--- config.mk ---
export PLATFORM = sky130hd
export DESIGN_NAME = overlap_window_gen
export DESIGN_NICKNAME = d
export VERILOG_FILES = /design/src/rtl/overlap_pkg.sv /design/src/rtl/window_shift_buf.sv /design/src/rtl/overlap_window_gen.sv
export SDC_FILE = /design/constraint.sdc
export NUM_CORES = 1
export LEC_CHECK = 0
export BUFFER_PORTS_ARGS = -buffer_cell sky130_fd_sc_hd__buf_2
export CAP_MARGIN = 20
export CORE_MARGIN = 2
export CORE_UTILIZATION = 35
export CTS_CLUSTER_DIAMETER = 150
export DETAILED_ROUTE_END_ITERATION = 16
export PLACE_DENSITY = 0.5
export SLEW_MARGIN = 20
export SYNTH_ARGS = -nofsm -noshare
export SYNTH_HDL_FRONTEND = slang
export SYNTH_SLANG_ARGS = --single-unit
--- constraint.sdc ---
create_clock -name clk_i -period 2.3 [get_ports clk_i]
set_input_delay 0 -clock clk_i [delete_from_list [all_inputs] [get_ports clk_i]]
set_output_delay 0 -clock clk_i [all_outputs]
set_load 0.005 [all_outputs]
--- src/rtl/overlap_pkg.sv ---
// overlap_pkg: shared definitions for the overlap window generator.
//   state_e      - FSM states of overlap_window_gen
//   calc_n_win   - number of complete windows that fit in one input row
//   calc_tail    - trailing pixels of a row that belong to no window
//   params_legal - 1 <= STRIDE <= KERNEL_WIDTH <= INPUT_WIDTH
package overlap_pkg;

  typedef enum logic [1:0] {
    FILL   = 2'd0,
    EMIT   = 2'd1,
    REFILL = 2'd2,
    DRAIN  = 2'd3
  } state_e;

  function automatic bit params_legal(input int iw, input int kw, input int st);
    return (st >= 1) && (st <= kw) && (kw <= iw);
  endfunction

  // The divisor is clamped so an illegal STRIDE reaches the legality error
  // instead of a divide-by-zero during elaboration.
  function automatic int calc_n_win(input int iw, input int kw, input int st);
    int st_safe;
    st_safe = (st < 1) ? 1 : st;
    return (iw - kw) / st_safe + 1;
  endfunction

  function automatic int calc_tail(input int iw, input int kw, input int st);
    return iw - kw - (calc_n_win(iw, kw, st) - 1) * st;
  endfunction

endpackage

--- src/rtl/window_shift_buf.sv ---
// window_shift_buf: KERNEL_WIDTH x BIT_WIDTH register file holding the
// current window.
//   clk_i, rst_i     clock, asynchronous active-low reset (clears all entries)
//   wr_en_i          write wr_data_i into entry wr_idx_i
//   wr_idx_i         write index
//   wr_data_i        write data
//   shift_i          entry[i] <= entry[i+STRIDE]; takes priority over a write
//   rd_idx_i         combinational read index
//   rd_data_o        entry[rd_idx_i], 0 when the index is out of range
module window_shift_buf
  import overlap_pkg::*;
#(
  parameter int BIT_WIDTH    = 8,
  parameter int KERNEL_WIDTH = 5,
  parameter int STRIDE       = 2,
  parameter int IDX_W        = 3
) (
  input  logic                 clk_i,
  input  logic                 rst_i,
  input  logic                 wr_en_i,
  input  logic [IDX_W-1:0]     wr_idx_i,
  input  logic [BIT_WIDTH-1:0] wr_data_i,
  input  logic                 shift_i,
  input  logic [IDX_W-1:0]     rd_idx_i,
  output logic [BIT_WIDTH-1:0] rd_data_o
);

  localparam logic [IDX_W-1:0] LAST_IDX = IDX_W'(KERNEL_WIDTH - 1);

  logic [BIT_WIDTH-1:0] mem_q [KERNEL_WIDTH];

  // Entries above KERNEL_WIDTH-STRIDE keep their old value on a shift; they
  // are always rewritten by the refill that follows.
  always_ff @(posedge clk_i or negedge rst_i) begin
    if (!rst_i) begin
      for (int i = 0; i < KERNEL_WIDTH; i++) mem_q[i] <= '0;
    end else if (shift_i) begin
      for (int i = 0; i < KERNEL_WIDTH - STRIDE; i++) mem_q[i] <= mem_q[i+STRIDE];
    end else if (wr_en_i && (wr_idx_i <= LAST_IDX)) begin
      mem_q[wr_idx_i] <= wr_data_i;
    end
  end

  assign rd_data_o = (rd_idx_i <= LAST_IDX) ? mem_q[rd_idx_i] : '0;

endmodule

--- src/rtl/overlap_window_gen.sv ---
// overlap_window_gen: turns a serial row of INPUT_WIDTH pixels into
// overlapping KERNEL_WIDTH-element windows stepping by STRIDE, emitted
// serially. Overlapping pixels are reused from the window buffer, so each
// input pixel is accepted exactly once.
//   clk_i, rst_i   clock, asynchronous active-low reset
//   data_i         input pixel
//   valid_i        data_i valid
//   ready_o        block can accept data_i (decoded from state only)
//   win_o          current window element (registered)
//   valid_o        win_o valid
//   last_o         win_o is the final element of its window
//   win_idx_o      index of the window being emitted, 0..N_WIN-1
//   ready_i        downstream accepts win_o
//   state_o        debug view of the FSM state
//
// Handshake: a transfer happens on a rising edge where valid && ready are
// both high; a producer holding valid keeps its payload stable until that
// edge, and ready never depends combinationally on the partner's valid.
module overlap_window_gen
  import overlap_pkg::*;
#(
  parameter int BIT_WIDTH    = 8,
  parameter int INPUT_WIDTH  = 9,
  parameter int KERNEL_WIDTH = 5,
  parameter int STRIDE       = 2,
  localparam int N_WIN  = calc_n_win(INPUT_WIDTH, KERNEL_WIDTH, STRIDE),
  localparam int WIDX_W = $clog2(N_WIN) + 1
) (
  input  logic                 clk_i,
  input  logic                 rst_i,
  input  logic [BIT_WIDTH-1:0] data_i,
  input  logic                 valid_i,
  output logic                 ready_o,
  output logic [BIT_WIDTH-1:0] win_o,
  output logic                 valid_o,
  output logic                 last_o,
  output logic [WIDX_W-1:0]    win_idx_o,
  input  logic                 ready_i,
  output state_e               state_o
);

  if (!params_legal(INPUT_WIDTH, KERNEL_WIDTH, STRIDE)) begin : g_bad_params
    $error("overlap_window_gen: need 1 <= STRIDE <= KERNEL_WIDTH <= INPUT_WIDTH");
  end

  localparam int TAIL  = calc_tail(INPUT_WIDTH, KERNEL_WIDTH, STRIDE);
  localparam int IDX_W = (KERNEL_WIDTH > 1) ? $clog2(KERNEL_WIDTH) : 1;
  localparam int CNT_W = $clog2(KERNEL_WIDTH + 1);

  localparam logic [CNT_W-1:0]  FILL_LAST   = CNT_W'(KERNEL_WIDTH - 1);
  localparam logic [CNT_W-1:0]  REFILL_LAST = CNT_W'(STRIDE - 1);
  localparam logic [CNT_W-1:0]  DRAIN_LAST  = CNT_W'((TAIL > 0) ? TAIL - 1 : 0);
  localparam logic [IDX_W-1:0]  EIDX_LAST   = IDX_W'(KERNEL_WIDTH - 1);
  localparam logic [IDX_W-1:0]  REFILL_BASE = IDX_W'(KERNEL_WIDTH - STRIDE);
  localparam logic [WIDX_W-1:0] WIDX_LAST   = WIDX_W'(N_WIN - 1);

  state_e                state_q, state_d;
  logic [CNT_W-1:0]      cnt_q, cnt_d;
  logic [IDX_W-1:0]      eidx_q, eidx_d;
  logic [BIT_WIDTH-1:0]  win_q, win_d;
  logic                  valid_q, valid_d;
  logic                  last_q, last_d;
  logic [WIDX_W-1:0]     widx_q, widx_d;

  logic                  buf_wr_en;
  logic [IDX_W-1:0]      buf_wr_idx;
  logic                  buf_shift;
  logic [IDX_W-1:0]      buf_rd_idx;
  logic [BIT_WIDTH-1:0]  buf_rd_data;
  logic                  in_xfer;
  logic                  out_xfer;
  logic [IDX_W-1:0]      eidx_nxt;
  logic [BIT_WIDTH-1:0]  first_elem;

  assign ready_o  = (state_q != EMIT);
  assign in_xfer  = valid_i && ready_o;
  assign out_xfer = valid_q && ready_i;
  assign eidx_nxt = eidx_q + IDX_W'(1);

  // Element 0 of a fresh window; with a single-element kernel it is the
  // pixel being written this very cycle, so bypass the buffer.
  assign first_elem = (KERNEL_WIDTH == 1) ? data_i : buf_rd_data;

  window_shift_buf #(
    .BIT_WIDTH   (BIT_WIDTH),
    .KERNEL_WIDTH(KERNEL_WIDTH),
    .STRIDE      (STRIDE),
    .IDX_W       (IDX_W)
  ) u_buf (
    .clk_i    (clk_i),
    .rst_i    (rst_i),
    .wr_en_i  (buf_wr_en),
    .wr_idx_i (buf_wr_idx),
    .wr_data_i(data_i),
    .shift_i  (buf_shift),
    .rd_idx_i (buf_rd_idx),
    .rd_data_o(buf_rd_data)
  );

  always_comb begin
    state_d    = state_q;
    cnt_d      = cnt_q;
    eidx_d     = eidx_q;
    win_d      = win_q;
    valid_d    = valid_q;
    last_d     = last_q;
    widx_d     = widx_q;
    buf_wr_en  = 1'b0;
    buf_wr_idx = '0;
    buf_shift  = 1'b0;
    buf_rd_idx = '0;

    case (state_q)
      FILL: begin
        buf_wr_idx = cnt_q[IDX_W-1:0];
        if (in_xfer) begin
          buf_wr_en = 1'b1;
          if (cnt_q == FILL_LAST) begin
            state_d = EMIT;
            cnt_d   = '0;
            eidx_d  = '0;
            win_d   = first_elem;
            valid_d = 1'b1;
            last_d  = (KERNEL_WIDTH == 1);
          end else begin
            cnt_d = cnt_q + CNT_W'(1);
          end
        end
      end

      REFILL: begin
        buf_wr_idx = REFILL_BASE + cnt_q[IDX_W-1:0];
        if (in_xfer) begin
          buf_wr_en = 1'b1;
          if (cnt_q == REFILL_LAST) begin
            state_d = EMIT;
            cnt_d   = '0;
            eidx_d  = '0;
            win_d   = first_elem;
            valid_d = 1'b1;
            last_d  = (KERNEL_WIDTH == 1);
          end else begin
            cnt_d = cnt_q + CNT_W'(1);
          end
        end
      end

      EMIT: begin
        // Read ahead so the next element is ready to register on a transfer.
        buf_rd_idx = eidx_nxt;
        if (out_xfer) begin
          if (last_q) begin
            valid_d = 1'b0;
            last_d  = 1'b0;
            cnt_d   = '0;
            if (widx_q < WIDX_LAST) begin
              buf_shift = 1'b1;
              widx_d    = widx_q + WIDX_W'(1);
              state_d   = REFILL;
            end else if (TAIL > 0) begin
              state_d = DRAIN;
            end else begin
              widx_d  = '0;
              state_d = FILL;
            end
          end else begin
            eidx_d = eidx_nxt;
            win_d  = buf_rd_data;
            last_d = (eidx_nxt == EIDX_LAST);
          end
        end
      end

      DRAIN: begin
        if (in_xfer) begin
          if (cnt_q == DRAIN_LAST) begin
            cnt_d   = '0;
            widx_d  = '0;
            state_d = FILL;
          end else begin
            cnt_d = cnt_q + CNT_W'(1);
          end
        end
      end

      default: begin
        state_d = FILL;
      end
    endcase
  end

  always_ff @(posedge clk_i or negedge rst_i) begin
    if (!rst_i) begin
      state_q <= FILL;
      cnt_q   <= '0;
      eidx_q  <= '0;
      win_q   <= '0;
      valid_q <= 1'b0;
      last_q  <= 1'b0;
      widx_q  <= '0;
    end else begin
      state_q <= state_d;
      cnt_q   <= cnt_d;
      eidx_q  <= eidx_d;
      win_q   <= win_d;
      valid_q <= valid_d;
      last_q  <= last_d;
      widx_q  <= widx_d;
    end
  end

  assign win_o     = win_q;
  assign valid_o   = valid_q;
  assign last_o    = last_q;
  assign win_idx_o = widx_q;
  assign state_o   = state_q;

endmodule

==> results.py <==
metrics = {
    "die": {
        "io-pin-count": 28,
        "fp.dieH_um": 101,
        "num_rows": 35,
        "die_w_um": 101,
        "core_area_um2": 9150,
        "start_util_pct": 35.7,
        "dieArea_um2": 10100,
    },
    "power": {
        "switching_share_pct": 38.8,
        "p_seq_share_pct": 37.0,
        "clock_power_share_pct": 19.4,
        "power.total_w": 0.00504,
        "pwr-share-comb_pct": 43.6,
        "p_int_w": 0.00309,
        "vdd_drop_max_mv": 0.423,
        "p_per_area_nw_per_um2": 1270,
        "power.leakage_nw": 1.84,
        "switchingPower_w": 0.00195,
    },
    "yosys": {
        "ys_seq_area_share_pct": 46.7,
        "yosysWarnings": 0,
        "synth_compound_area_share_pct": 19.8,
        "muxShareOfSynthArea_pct": 12.2,
        "synthAdderAreaFrac_pct": 2.68,
        "synthXorXnorAreaFrac_pct": 0.536,
        "ys.flop_type": "dfrtp_1",
        "synth_seq_cells": 61,
        "yosys.area_share.simple_pct": 13.0,
        "synth_area_um2": 3270,
        "synth_edf_count": 0,
        "syn_avg_cell_area_um2": 10.5,
        "synth_top_family_by_area": "compound AO/OA/AOI/OAI gates",
        "synth_cell_type_count": 49,
        "async_flop_share_pct": 100,
        "syn_nets": 329,
        "postSynthCellCount": 310,
    },
    "timing": {
        "holdWs_ns": 0.181,
        "rsz0062_at_grt": "false",
        "final.period_utilization_pct": 92.4,
        "fin_skew_ns": 0.0116,
        "setup_viol": 0,
        "final_max_slew_viol_count": 0,
        "clock.fmax_mhz": 470,
        "fin_setup_tns_ns": 0,
        "period_minus_slack_ns": 2.13,
        "worst_pin_slew_ns": 0.696,
        "slew_headroom_pct": 53.6,
        "finalHoldViolations": 0,
    },
    "finish": {
        "syn2layout_area_growth_pct": 20.9,
        "drive_gt1_share_pct": 25.3,
        "num_antenna_cells": 0,
        "fin_nets": 382,
        "filler_cell_count": 893,
        "stdcell_count": 478,
    },
    "clocking": {
        "cts_max_path_buffers": 2,
        "cts_root_buf": "clkbuf_8",
        "h-tree-depth": 3,
        "insertion_delay_ns": 0.33,
        "cts_setup_buffers": 0,
        "cts_sinks": 61,
        "cts_tree": "done",
        "cts_buffers": 9,
        "cts.clk_slew.worst_paths_ns": 0.07,
    },
    "global_route": {
        "grt.busiest_layer": "met2",
        "grt_use_total_pct": 17.7,
        "grt_overflow_total": 0,
        "use_met3_pct": 2.98,
        "globalRouteMet2Util_pct": 27.2,
        "antenna_found_initial": 0,
        "grt_pass1_vias": 2521,
        "grt_max_degree": 35,
        "grtUsageMet1_pct": 25.2,
        "grt_pass1_wl_um": 13700,
    },
    "placement": {
        "dpl.cell_count": 454,
        "dpl.hpwl_um": 5700,
        "io_buffers": 27,
        "routabilityCongestion": 0.789,
    },
    "detailed_routing": {
        "viasPerCell": 5.25,
        "firstDrtPassIters": 5,
        "wl_per_cell_um": 17.4,
        "drc": 0,
        "ant_nets": 0,
        "drt_iter0_drc": 109,
        "routed_wl_um": 8330,
        "via_count": 2510,
    },
    "worst_setup_path": {
        "worstSetupPathType": "register to register",
        "worst-path-max-fanout": 10,
        "cp-start-kind": "register",
        "cpMaxStageDelayCell": "dfrtp_1",
        "critPathMaxStageDelay_ns": 0.49,
        "end_kind": "register",
        "path_common_cell": "buf_4",
        "crit_required_ns": 2.52,
        "path_cells": "buf_4 -> nor2b_1 -> buf_4 -> inv_1 -> o21ai_2 -> a211oi_1 -> a221o_1",
        "worst-endpoint-arrival_ns": 2.35,
    },
    "hold_path": {
        "hold_path_class": "primary input to register",
    },
    "job": {
        "cap_violations": 0,
    },
    "status": {
        "status": "finished, final reports clean",
    },
}
[cell usage after synthesis (8+ instances only)]
| cell | instances | area [um^2] |
|---|---|---|
| nand2_1 | 32 | 120 |
| buf_2 | 8 | 40.0 |
| inv_1 | 22 | 82.6 |
| o21ai_1 | 24 | 120 |
| mux2_2 | 10 | 113 |
| mux2i_1 | 17 | 170 |
| nor2b_1 | 12 | 75.1 |
| mux2_1 | 9 | 101 |
| dfrtp_1 | 61 | 1530 |
[layer usage]
| metal | routed length, um | vias up |
|---|---|---|
| li1 | - | 1230 |
| met1 | 4220 | 1231 |
| met2 | 3830 | 42 |
| met3 | 194 | 7 |
| met4 | 76 | 0 |
| met5 | 0 | - |
[power by group through the flow]
| stage | clock network, W | registers (W) | logic (W) |
|---|---|---|---|
| after floorplan | 0 | 0.00179 | 0.00154 |
| after global placement | 0 | 0.00187 | 0.00217 |
| after detailed placement | 0 | 0.00188 | 0.00218 |
| after CTS | 0.00101 | 0.00186 | 0.00220 |
| after global routing | 0.00106 | 0.00192 | 0.00245 |
| final | 0.000979 | 0.00186 | 0.00219 |
[path summary, 6_finish.rpt]
check | startpoint | endpoint | slack [ns] | depth (start not counted)
min in group asynchronous | rst_i | u_buf.mem_q[7]$_DFFE_PN0P_ | 0.24 | 2
max in group asynchronous | rst_i | u_buf.mem_q[6]$_DFFE_PN0P_ | 1.42 | 3
setup / recovery | state_o[1]$_DFFE_PN0P_ | win_o[6]$_DFFE_PN0P_ | 0.17 | 7
hold / removal | valid_i | cnt_q[1]$_DFFE_PN0P_ | 0.18 | 5
hold reg to reg | win_idx_o[2]$_DFFE_PN0P_ | win_idx_o[2]$_DFFE_PN0P_ | 0.49 | 1
setup reg to reg | state_o[1]$_DFFE_PN0P_ | win_o[6]$_DFFE_PN0P_ | 0.17 | 7
[worst max-delay path, delay by kind of cell (launching register included)]
kind	cells	cell delay [ns]
AO/OA/AOI/OAI	3	0.81
buffers and inverters	3	0.52
flip-flops	1	0.49
AND/OR/NAND/NOR	1	0.18
[layout by cell type (no fill, tap or decap), types with 10 or more instances in the layout]
master    count
mux2_2       10
mux2i_1      17
clkbuf_8     11
inv_1        22
buf_4        22
dfrtp_1      61
buf_2        27
o21ai_1      24
nand2_1      32
nor2b_1      12
[registers in the layout, indices dropped and copies added, names as in the netlist]
name	flops
valid_o	1
last_o	1
cnt_q	3
win_o	8
state_o	2
u_buf.mem_q	40
win_idx_o	3
eidx_q	3
[cells by family after synthesis]
family,Yosys count
buf+inv,39
flops,61
simple gates,78
xor+xnor,2
fa+ha+maj,7
mux,37
compound gates,86
[metrics by stage]
stage               util (%)  worst slack [ns]  cell area, um^2
floorplan                  -             0.259             3270
global placement        39.8             0.136             3650
detailed placement      39.8             0.132             3650
CTS                     43.0             0.109             3940
global route            43.2           0.00856             3950
finish                  43.2             0.174             3950
[layout make-up]
class / instances / area [um^2] / share of cell area (%)
Sequential cell: 61 / 1530 / 38.6
Inverter: 22 / 82.6 / 2.09
Clock buffer: 11 / 151 / 3.83
Timing Repair Buffer: 59 / 410 / 10.4
Multi-Input combinational cell: 210 / 1590 / 40.3
Tap cell: 111 / 139 / 3.51
Clock inverter: 4 / 47.5 / 1.20
[repair_timing]
item / CTS / global route
hold buffers: 9 / 0
hold endpoints to repair: 48 / 0
resized for setup: 0 / 2
endpoints found under the setup margin: 0 / 32
Power figures use the tool's default switching activity.
